File: config.mk
export PLATFORM = sky130hd
export DESIGN_NAME = mem_burst_arbiter
export DESIGN_NICKNAME = d
export VERILOG_FILES = /design/src/rtl/mem_burst_arbiter.sv
export SDC_FILE = /design/constraint.sdc
export NUM_CORES = 2
export LEC_CHECK = 0
export ABC_AREA = 1
export CAP_MARGIN = 15
export CORE_AREA = 3 3 403 405
export CTS_CLUSTER_DIAMETER = 60
export DETAILED_ROUTE_END_ITERATION = 12
export DIE_AREA = 0 0 406 408
export SLEW_MARGIN = 40
export SYNTH_ARGS = -nofsm -noshare
export SYNTH_HDL_FRONTEND = slang
export SYNTH_SLANG_ARGS = --single-unit
File: constraint.sdc
create_clock -name clk -period 2.51 [get_ports clk]
set_input_delay 0.502 -clock clk [delete_from_list [all_inputs] [get_ports clk]]
set_output_delay 0.502 -clock clk [all_outputs]
set_load 0.05 [all_outputs]
File: src/rtl/mem_burst_arbiter.sv
// rtl/mem_burst_arbiter.sv - icache/dcache arbiter onto one 4-beat burst memory port
// Optional build macro MEM_ARB_ROUND_ROBIN_EN: alternate grants when both caches request.
module mem_burst_arbiter #(
    parameter int ADDR_W = 32,
    parameter int BEAT_W = 64,
    parameter int BEATS  = 4
) (
    input  logic                    clk,
    input  logic                    rst_n,
    input  logic [ADDR_W-1:0]       i_addr,
    input  logic                    i_read,
    output logic [BEAT_W*BEATS-1:0] i_rdata,
    output logic                    i_resp,
    input  logic [ADDR_W-1:0]       d_addr,
    input  logic                    d_read,
    input  logic                    d_write,
    input  logic [BEAT_W*BEATS-1:0] d_wdata,
    output logic [BEAT_W*BEATS-1:0] d_rdata,
    output logic                    d_resp,
    output logic [ADDR_W-1:0]       bmem_addr,
    output logic                    bmem_read,
    output logic                    bmem_write,
    output logic [BEAT_W-1:0]       bmem_wdata,
    input  logic                    bmem_ready,
    input  logic [ADDR_W-1:0]       bmem_raddr,
    input  logic [BEAT_W-1:0]       bmem_rdata,
    input  logic                    bmem_rvalid
);

    localparam int LINE_W = BEAT_W * BEATS;
    localparam int OFF_W  = $clog2(LINE_W / 8);
    localparam int CNT_W  = $clog2(BEATS);
    localparam logic [CNT_W-1:0] LAST_BEAT = CNT_W'(BEATS - 1);
    localparam logic [ADDR_W-1:0] LINE_MASK = {{(ADDR_W-OFF_W){1'b1}}, {OFF_W{1'b0}}};

    localparam logic [2:0] S_IDLE    = 3'd0;
    localparam logic [2:0] S_RD_CMD  = 3'd1;
    localparam logic [2:0] S_RD_DATA = 3'd2;
    localparam logic [2:0] S_WR_DATA = 3'd3;
    localparam logic [2:0] S_RESP    = 3'd4;

    logic [2:0]        state;
    logic [CNT_W-1:0]  beat;
    logic              owner_d;
    logic [ADDR_W-1:0] line_addr;
    logic [LINE_W-1:0] wline;
    logic [LINE_W-1:0] rbuf;
    logic [LINE_W-1:0] i_line;
    logic [LINE_W-1:0] d_line;
    logic [LINE_W-1:0] line_next;
    logic              d_req;
    logic              grant_d;
    logic              beat_hit;
    logic [ADDR_W-1:0] sel_addr;

`ifdef MEM_ARB_ROUND_ROBIN_EN
    logic              last_d;
`endif

    always_comb begin
        d_req   = d_read | d_write;
        grant_d = d_req;
`ifdef MEM_ARB_ROUND_ROBIN_EN
        // On contention, hand the port to whoever lost the previous grant.
        if (d_req && i_read) begin
            grant_d = ~last_d;
        end
`endif
        sel_addr = (grant_d ? d_addr : i_addr) & LINE_MASK;
    end

    assign beat_hit = bmem_rvalid && (bmem_raddr == line_addr);

    always_comb begin
        line_next = rbuf;
        line_next[beat*BEAT_W +: BEAT_W] = bmem_rdata;
    end

    always_ff @(posedge clk or negedge rst_n) begin
        if (!rst_n) begin
            state     <= S_IDLE;
            beat      <= '0;
            owner_d   <= 1'b0;
            line_addr <= '0;
            wline     <= '0;
            rbuf      <= '0;
            i_line    <= '0;
            d_line    <= '0;
`ifdef MEM_ARB_ROUND_ROBIN_EN
            last_d    <= 1'b0;
`endif
        end else begin
            case (state)
                S_IDLE: begin
                    if (d_req || i_read) begin
                        owner_d   <= grant_d;
                        line_addr <= sel_addr;
                        wline     <= d_wdata;
                        beat      <= '0;
`ifdef MEM_ARB_ROUND_ROBIN_EN
                        last_d    <= grant_d;
`endif
                        // A simultaneous read+write from dcache is treated as the write.
                        state     <= (grant_d && d_write) ? S_WR_DATA : S_RD_CMD;
                    end
                end
                S_RD_CMD: begin
                    if (bmem_ready) begin
                        state <= S_RD_DATA;
                    end
                end
                S_RD_DATA: begin
                    if (beat_hit) begin
                        rbuf <= line_next;
                        if (beat == LAST_BEAT) begin
                            beat  <= '0;
                            state <= S_RESP;
                            if (owner_d) begin
                                d_line <= line_next;
                            end else begin
                                i_line <= line_next;
                            end
                        end else begin
                            beat <= beat + 1'b1;
                        end
                    end
                end
                S_WR_DATA: begin
                    if (bmem_ready) begin
                        if (beat == LAST_BEAT) begin
                            beat  <= '0;
                            state <= S_RESP;
                        end else begin
                            beat <= beat + 1'b1;
                        end
                    end
                end
                S_RESP: begin
                    state <= S_IDLE;
                end
                default: begin
                    state <= S_IDLE;
                end
            endcase
        end
    end

    assign bmem_addr  = line_addr;
    assign bmem_read  = (state == S_RD_CMD);
    assign bmem_write = (state == S_WR_DATA);
    assign bmem_wdata = (state == S_WR_DATA) ? wline[beat*BEAT_W +: BEAT_W] : '0;
    assign i_resp     = (state == S_RESP) && !owner_d;
    assign d_resp     = (state == S_RESP) && owner_d;
    assign i_rdata    = i_line;
    assign d_rdata    = d_line;

endmodule

==> results.toml <==
[clocking]
cts_buffer_depth = 3
cts_tree = "yes"
htree_levels = 3
clk_latency_ns = 0.77
clkTransAtPathRegs_ns = 0.06
clock_sinks = 1057
clock_tree.root_cell = "clkbuf_16"
cts_made_buffers = 120

[grt]
antenna_found_initial = 29
grt_pass1_vias = 39700
grt_pass1_wl_um = 266600
grt_overflow = 0
track_usage_pct = 21.44
grt_max_degree = 83

[drt]
post_drt_via_cell_ratio = 4.921
wl_per_cell_um = 23.03
drc = 0
first_pass_iters = 6
detail-route-antenna-nets = 0
via_count = 42100
first_iter_violations = 4166
wirelength_um = 197000

[synthesis]
async_flop_share_pct = 100.0
synth.most_common_cell = "nand2_1"
yosys-top-cells-area = "dfrtp_1, nand2_1, o21ai_1"
synth_seq_cells = 1057
synthCells = 5180
yosysTopAreaCell = "dfrtp_1"
synth_flop_cell = "dfrtp_1"
ys_types = 31
ys_top_cells_by_count = "nand2_1, dfrtp_1, o21ai_1"
synth_edf_count = 0
synth.top_cell.area_share_pct = 58.01
synth.avg_cell_area_sq_um = 8.802
yosysWarnings = 0
yosysSeqAreaShare_pct = 58.01
synth_area_sq_um = 45590

[timing]
final_max_slew_viol_count = 0
hold_viol = 0
setup_viol = 336
slew-limit-headroom_pct = 52.89
fin_ws_ns = -0.3851
fin_worst_skew_ns = 0.09232
final.period_utilization_pct = 115.3
worst_pin_slew_ns = 0.7066
fmax_ghz = 0.3454
layout_min_cycle_time_ns = 2.895
setup_tns_ns = -30.64
rsz0062_at_grt = "true"
hold_ws_ns = 0.2701

[power]
leakage_nw = 31.45
vdd_ir_drop_max_uv = 633.8
p_per_area_nw_per_um2 = 863.3
finalPower_mw = 59.54

[die]
design.die.area_sq_um = 165600
rows = 146
io_pins = 1035
core_area_sq_um = 158700
start_util_pct = 28.72
die_w_um = 406
die_height_um = 408

[finish]
area_growth_pct = 51.28
nets = 6796
fillers = 15170
final_core_util_pct = 43.45
fin_area_sq_um = 68970
layout-drive-gt1-share_pct = 18.50
finalNonFillerCells = 8554

[setup_path]
start_kind = "register"
required_ns = 2.01
slowest_delay_ns = 0.51
worstPathCellList = "buf_12, inv_8, buf_16, buf_8, buf_16, o21ai_1, a21oi_2, buf_12"
crit_family = "buffers and inverters"
arrival_ns = 2.39
worst-setup-path-type = "register to output port"
endpoint_kind = "output port"
path_buf_inv = 6
crit_slowest_cell = "dfrtp_4"
worst-path-max-fanout = 8

[placement]
gp_congestion = 0.8788
dp_slack_ns = -0.3424
placedCellCount = 8157
placed_area_sq_um = 59930
hpwl_um = 131400
portBuffers = 1019

[outcome]
status = "finished with violations"
violations = "negative setup slack"

[run]
maxCapViolCount = 0

[hold_path]
hp-class = "input port to register"
## report_power, final
| group | internal, mW | switching, mW | total [mW] |
|---|---|---|---|
| clock | 10.6 | 7.68 | 18.3 |
| combinational | 7.21 | 12.8 | 20.0 |
| sequential | 19.4 | 1.81 | 21.2 |
| total | 37.3 | 22.3 | 59.5 |
## path summary, 6_finish.rpt
kind / startpoint / endpoint / slack [ns] / cells after the start
hold reg to reg: wline[72]$_DFFE_PN0P_ / wline[72]$_DFFE_PN0P_ / 0.48 / 2
setup / recovery: beat[0]$_DFFE_PN0P_ / bmem_wdata[52] / -0.39 / 8
max in group asynchronous: rst_n / bmem_addr[10]$_DFFE_PN0P_ / 0.96 / 3
hold / removal: d_wdata[117] / wline[117]$_DFFE_PN0P_ / 0.27 / 3
min in group asynchronous: rst_n / d_rdata[232]$_DFFE_PN0P_ / 0.32 / 2
setup reg to reg: beat[0]$_DFFE_PN0P_ / i_rdata[54]$_DFFE_PN0P_ / -0.11 / 16
## routing by layer
metal | wire (um) | vias up | GRT usage [%] | share of wire (%)
met4 | 7542 | 16 | 8.280 | 3.8
met3 | 15360 | 318 | 4.940 | 7.8
li1 | - | 19190 | - | -
met5 | 102 | - | 0 | 0.052
met1 | 81780 | 20800 | 28.17 | 42
met2 | 92180 | 1775 | 34.25 | 47
## cell usage in the layout, fill, tap and decap left out, types with 64 or more instances in the layout
cell,n
dfrtp_1,1053
nand2_1,1519
inv_1,495
o21ai_1,577
dlygate4sd2_1,340
nor2_1,272
a32oi_1,64
buf_4,168
nand2_2,68
o21ai_2,234
buf_12,163
o32ai_1,64
o21ai_0,99
o22ai_1,129
clkdlybuf4s50_1,582
clkbuf_16,189
## registers in the layout, indices dropped and copies added, names as in the netlist
| signal | cells |
|---|---|
| wline | 256 |
| bmem_addr | 27 |
| i_rdata | 256 |
| owner_d | 1 |
| rbuf | 256 |
| state | 3 |
| d_rdata | 256 |
| beat | 2 |
## worst min-delay path: cells and delay by family
kind	cells	cell delay, ns
buf+inv	1	0.40
simple gates	2	0.10
## logic make-up (layout without fill, tap and decap cells)
logic type / count (synthesis) / after routing / share of synthesized area, %
AO/OA/AOI/OAI: 1277 / 1277 / 16.20
XOR/XNOR: 9 / 9 / 0.1729
adder cells (fa/ha/maj): 6 / 6 / 0.1646
buffers and inverters: 863 / 2144 / 9.094
flip-flops: 1057 / 1057 / 58.01
other: 1 / 21 / 0.008225
AND/OR/NAND/NOR: 1967 / 1968 / 16.34
## cell type report
class / instances / area (sq um) / area share (%)
inverter: 504 / 1918 / 2.781
tap: 2072 / 2592 / 3.759
sequential: 1057 / 26460 / 38.36
multi-input combinational: 3265 / 17000 / 24.65
timing repair buffer: 1419 / 16790 / 24.34
antenna: 16 / 40.04 / 0.05805
clock inverter: 55 / 724.4 / 1.050
clock buffer: 166 / 3446 / 4.996
## what timing repair did
action,CTS,global route
hold buffers,1,0
buffers inserted,23,30
gates cloned,12,97
gates resized for setup,567,515
hold endpoints to repair,10,0
pin swaps,81,65
setup endpoints to repair,406,531
No activity file was read; power rests on OpenSTA's default activity.
